$ cat src/rtl/control_sequencer.sv
// control_sequencer: multi-cycle control FSM with memory handshake, HALT/resume and retire counter.
// Optional: define CTRL_MEM_TIMEOUT_EN to halt with a sticky err after MEM_TIMEOUT stalled cycles.
module control_sequencer #(
    parameter int INSTR_W     = 8,
    parameter int OFF_W       = 4,
    parameter int CNT_W       = 16,
    parameter int MEM_TIMEOUT = 15
) (
    input  logic               clk,
    input  logic               reset,
    input  logic [INSTR_W-1:0] instr,
    input  logic               zf,
    input  logic               mem_ready,
    input  logic               resume,
    output logic [2:0]         state,
    output logic               pc_we,
    output logic               pc_sel,
    output logic [OFF_W-1:0]   pc_offset,
    output logic               addr_sel,
    output logic [OFF_W-1:0]   addr_offset,
    output logic               mem_req,
    output logic               mem_sel,
    output logic               mem_we,
    output logic [2:0]         alu_opcode,
    output logic               alu_sel_a,
    output logic               alu_sel_b,
    output logic               alu_we,
    output logic               zf_we,
    output logic               ir_we,
    output logic               a_sel,
    output logic               a_we,
    output logic               b_sel,
    output logic               b_we,
    output logic               halt,
    output logic               err,
    output logic [CNT_W-1:0]   instr_count
);

    typedef enum logic [2:0] {
        FETCH     = 3'b000,
        DECODE    = 3'b001,
        EXECUTE   = 3'b010,
        MEMORY    = 3'b011,
        WRITEBACK = 3'b100,
        HALT      = 3'b101
    } state_e;

    localparam logic [2:0] OP_LDA = 3'b000;
    localparam logic [2:0] OP_LDB = 3'b001;
    localparam logic [2:0] OP_STA = 3'b010;
    localparam logic [2:0] OP_ADD = 3'b011;
    localparam logic [2:0] OP_SUB = 3'b100;
    localparam logic [2:0] OP_JZ  = 3'b101;
    localparam logic [2:0] OP_JMP = 3'b110;

    state_e             state_q, state_d;
    logic [CNT_W-1:0]   count_q, count_d;
    logic [2:0]         opcode;
    logic [OFF_W-1:0]   operand;
    logic               retire;
    logic               stall;
    logic               tmo_hit;
    logic               err_set;
    logic               lint_unused;

    assign opcode  = instr[INSTR_W-1 -: 3];
    assign operand = instr[OFF_W-1:0];
    assign stall   = (state_q == FETCH || state_q == MEMORY) && !mem_ready;

    assign state       = reset ? 3'b000 : 3'(state_q);
    assign instr_count = reset ? '0 : count_q;

    always_comb begin
        state_d     = state_q;
        retire      = 1'b0;
        err_set     = 1'b0;
        pc_we       = 1'b0;
        pc_sel      = 1'b0;
        pc_offset   = '0;
        addr_sel    = 1'b0;
        addr_offset = '0;
        mem_req     = 1'b0;
        mem_sel     = 1'b0;
        mem_we      = 1'b0;
        alu_opcode  = 3'b000;
        alu_sel_a   = 1'b0;
        alu_sel_b   = 1'b0;
        alu_we      = 1'b0;
        zf_we       = 1'b0;
        ir_we       = 1'b0;
        a_sel       = 1'b0;
        a_we        = 1'b0;
        b_sel       = 1'b0;
        b_we        = 1'b0;
        halt        = 1'b0;
        if (!reset) begin
            unique case (state_q)
                FETCH: begin
                    mem_req = 1'b1;
                    if (mem_ready) begin
                        ir_we   = 1'b1;
                        pc_we   = 1'b1;
                        state_d = DECODE;
                    end else if (tmo_hit) begin
                        state_d = HALT;
                        err_set = 1'b1;
                    end
                end
                DECODE: state_d = EXECUTE;
                EXECUTE: begin
                    case (opcode)
                        OP_LDA, OP_LDB, OP_STA: state_d = MEMORY;
                        OP_ADD, OP_SUB: begin
                            alu_opcode = (opcode == OP_SUB) ? 3'b001 : 3'b000;
                            alu_we     = 1'b1;
                            zf_we      = 1'b1;
                            state_d    = WRITEBACK;
                        end
                        OP_JZ, OP_JMP: begin
                            // JZ only redirects when the zero flag is set
                            if (opcode == OP_JMP || zf) begin
                                pc_we     = 1'b1;
                                pc_sel    = 1'b1;
                                pc_offset = operand;
                            end
                            state_d = FETCH;
                            retire  = 1'b1;
                        end
                        default: begin
                            state_d = HALT;
                            retire  = 1'b1;
                        end
                    endcase
                end
                MEMORY: begin
                    mem_req     = 1'b1;
                    addr_sel    = 1'b1;
                    addr_offset = operand;
                    case (opcode)
                        OP_LDA: begin
                            a_sel = 1'b1;
                            a_we  = mem_ready;
                        end
                        OP_LDB: begin
                            b_sel = 1'b1;
                            b_we  = mem_ready;
                        end
                        OP_STA: begin
                            mem_sel = 1'b1;
                            mem_we  = 1'b1;
                        end
                        default: ;
                    endcase
                    if (mem_ready) begin
                        state_d = FETCH;
                        retire  = 1'b1;
                    end else if (tmo_hit) begin
                        state_d = HALT;
                        err_set = 1'b1;
                    end
                end
                WRITEBACK: begin
                    a_we    = 1'b1;
                    state_d = FETCH;
                    retire  = 1'b1;
                end
                HALT: begin
                    halt = 1'b1;
                    if (resume) state_d = FETCH;
                end
                default: state_d = FETCH;
            endcase
        end
    end

    always_comb begin
        count_d = count_q + {{(CNT_W-1){1'b0}}, retire};
    end

    always_ff @(posedge clk) begin
        if (reset) begin
            state_q <= FETCH;
            count_q <= '0;
        end else begin
            state_q <= state_d;
            count_q <= count_d;
        end
    end

`ifdef CTRL_MEM_TIMEOUT_EN
    localparam int TMO_W = $clog2(MEM_TIMEOUT + 1);

    logic [TMO_W-1:0] tmo_q, tmo_d;
    logic             err_q, err_d;

    assign tmo_hit     = stall && (tmo_q == TMO_W'(MEM_TIMEOUT - 1));
    assign err         = err_q & ~reset;
    assign lint_unused = ^{instr, MEM_TIMEOUT};

    always_comb begin
        tmo_d = '0;
        if (stall && state_d == state_q) tmo_d = tmo_q + TMO_W'(1);
    end

    always_comb begin
        err_d = err_q;
        if (state_q == HALT && resume) err_d = 1'b0;
        if (err_set) err_d = 1'b1;
    end

    always_ff @(posedge clk) begin
        if (reset) begin
            tmo_q <= '0;
            err_q <= 1'b0;
        end else begin
            tmo_q <= tmo_d;
            err_q <= err_d;
        end
    end
`else
    assign tmo_hit     = 1'b0;
    assign err         = 1'b0;
    assign lint_unused = ^{instr, MEM_TIMEOUT, err_set, stall};
`endif

endmodule
$ cat config.mk
export PLATFORM = sky130hd
export DESIGN_NAME = control_sequencer
export DESIGN_NICKNAME = d
export VERILOG_FILES = /design/src/rtl/control_sequencer.sv
export SDC_FILE = /design/constraint.sdc
export NUM_CORES = 1
export LEC_CHECK = 0
export BUFFER_PORTS_ARGS = -buffer_cell sky130_fd_sc_hd__buf_2
export CAP_MARGIN = 20
export CORE_MARGIN = 3
export CORE_UTILIZATION = 45
export DETAILED_ROUTE_END_ITERATION = 7
export PLACE_DENSITY = 0.85
export SYNTH_ARGS = -nofsm -noshare
export SYNTH_HDL_FRONTEND = slang
export SYNTH_SLANG_ARGS = --single-unit
$ cat constraint.sdc
create_clock -name clk -period 3.75 [get_ports clk]
set_input_delay 0.375 -clock clk [delete_from_list [all_inputs] [get_ports clk]]
set_output_delay 0.375 -clock clk [all_outputs]
set_load 0.005 [all_outputs]
==> qor.yml <==
sta:
  holdWs_ns: 0.391
  skew_ns: 0.00932
  finalSetupViolCount: 0
  drv_slew: 0
  finalHoldViolations: 0
  timing.fmax_mhz: 366
  setup-tns-final_ns: 0
  rsz0062_at_grt: "no"
  fin_crit_sh_pct: 72.8
  fin_crit_ns: 2.73
synthesis:
  ys_seq_area_share_pct: 30.4
  synth_edf_count: 0
  synth.area.top_cells: "dfxtp_1 (30%), nor2b_1 (8.5%), xnor2_1 (8.4%), nor2_1 (7.5%), and2_1 (4.5%)"
  synth_area_leader_cell: "dfxtp_1"
  postSynthAreaPerCell_um2: 7.64
  yosysMostFrequentCell: "nor2_1"
  syn-instance-count: 164
  synth_warnings: 0
  synth_top_area_share_pct: 30.4
  ys_types: 37
  yosys-top-cells-count: "nor2_1 (25), dfxtp_1 (19), nor2b_1 (17)"
  synth_seq_cells: 19
  async_reset_ff_share_pct: 0
  yosys_most_used_dff: "dfxtp_1"
  synth_area_um2: 1250
route:
  vias: 1219
  viasPerCell: 5.04
  wirelength_um: 2850
  drc: 0
  drt-initial-drc-count: 28
  drtPass1Iterations: 4
  postRouteAntennaNets: 0
  post_drt_wl_per_cell_um: 11.8
cts:
  tritoncts: "built"
  cts_resized: 0
  h-tree-depth: 1
  clk_pin_slew_ns: 0.11
  cts_setup_buffers: 0
  clock_latency_ns: 0.29
  cts_sinks: 19
  cts_hold_buf: 0
  cts_made_buffers: 3
  clock_path_buffers: 2
  root_buffer: "clkbuf_4"
floorplan:
  die_w_um: 58.8
  num_io_pins: 60
  rows: 18
  die_h_um: 58.8
  core_area_um2: 2570
  start_util_pct: 48.8
  dieArea_um2: 3450
critical_path:
  startpoint_type: "register"
  cp.arrival_ns: 2.90
  path_max_fanout: 10
  end_kind: "register"
  crit_required_ns: 3.92
  r2r_cells: 9
  worstSetupPathType: "register to register"
global_routing:
  grtUsageTotal_pct: 17.5
  gr-total-overflow: 0
  antenna_found_initial: 0
  grt_first_pass_wirelength_um: 4690
  grt_pass1_vias: 1079
  grt_max_degree: 43
flow_run:
  maxCapViolations: 0
final_layout:
  diodes: 0
  layout.nets: 228
  drive_gt1_share_pct: 29.2
  fin_util_pct: 59.0
  area_delta_synth_final_pct: 21.0
  design_area_um2: 1520
power_and_ir_drop:
  p_per_area_nw_per_um2: 236
  internal_power_w: 0.000265
  totalPowerFinal_w: 0.000358
  p_switching_w: 0.0000929
  swShare_pct: 25.9
  power.share.sequential_pct: 58.6
  leakage_nw: 0.713
  p_clk_share_pct: 28.5
  power_frac_comb_pct: 12.9
  vdd_drop_max_uv: 173
hold_path:
  hold_class: "primary input to register"
  min_path_cells: 3
run_status:
  outcome: "finished clean"
place:
  hpwl_um: 2190
  portBuffers: 53
  place_congestion: 0.872
  dpl_cell_area_um2: 1490
==> sequential cells by signal, summed over array words and instances (netlist names) <==
name / flops
state_q: 3
count_q: 16
==> final cells by class <==
| class | count | area, um2 |
|---|---|---|
| sequential | 19 | 380 |
| tap | 30 | 37.5 |
| multi-input combinational | 129 | 776 |
| inverter | 6 | 22.5 |
| clock buffer | 4 | 26.3 |
| fill | 254 | 1050 |
| timing repair buffer | 54 | 273 |
==> logic make-up (layout without fill, tap and decap cells) <==
logic type	after synthesis	in the layout	synth area share (%)
AOI/OAI and AO/OA	12	12	6.49
xor gates and xnor gates	14	14	9.79
adders and majority gates	2	2	2.00
buffers and inverters	20	64	8.89
DFF	19	19	30.4
muxes	2	2	1.70
other	1	5	0.299
and+or+nand+nor	94	94	40.5
==> cell usage in the layout (no fill, tap or decap), types with 2 or more instances in the layout <==
| master | instances |
|---|---|
| buf_2 | 53 |
| nor2_1 | 25 |
| dfxtp_1 | 19 |
| nor2b_1 | 17 |
| xnor2_1 | 12 |
| and2_1 | 9 |
| nand2_1 | 8 |
| nor3_1 | 8 |
| nand3_1 | 6 |
| inv_1 | 5 |
| nor4_1 | 5 |
| conb_1 | 5 |
| o21ai_0 | 4 |
| nand2b_1 | 3 |
| and3_1 | 3 |
| a21oi_1 | 3 |
| clkbuf_4 | 3 |
| xor2_1 | 2 |
| or3_1 | 2 |
| nand4_1 | 2 |
| ha_1 | 2 |
==> power groups by stage <==
stage,sequential (W),combinational [W],clock [W]
5_1_grt,0.000211,0.0000521,0.000112
2_1_floorplan,0.000209,0.0000375,0
3_3_place_gp,0.000214,0.0000453,0
3_5_place_dp,0.000214,0.0000462,0
4_1_cts,0.000210,0.0000465,0.000105
6_report,0.000210,0.0000462,0.000102
==> critical path: stages, from the launching register on <==
cell	delay (ns)
dfxtp_1	0.56
nand2b_4	0.11
or4_4	0.46
o21ai_0	0.19
ha_1	0.22
ha_1	0.20
nand3_1	0.24
nor4_1	0.41
xnor2_1	0.16
nor2_1	0.05
==> final timing paths <==
check	start	end	slack [ns]
setup / recovery	state_q[1]	count_q[14]	1.02
hold / removal	resume	state_q[2]	0.39
setup reg to reg	state_q[1]	count_q[14]	1.02
hold reg to reg	count_q[6]	count_q[6]	0.53
==> through the flow <==
stage | instances | setup slack, ns
2_1_floorplan | 168 | 1.36
3_3_place_gp | 238 | 1.04
3_5_place_dp | 238 | 1.04
4_1_cts | 242 | 1.03
5_1_grt | 242 | 0.737
6_report | 242 | 1.02
==> per-layer routing <==
layer / wire length, um / share of wire, % / up-vias / GRT usage [%]
li1: - / - / 627 / -
met1: 1180 / 42 / 553 / 21.1
met2: 1460 / 51 / 31 / 29.8
met3: 121 / 4.3 / 8 / 2.41
met4: 85 / 3.0 / 0 / 9.39
met5: 0 / 0 / - / 0
No activity file was read; power rests on OpenSTA's default activity.
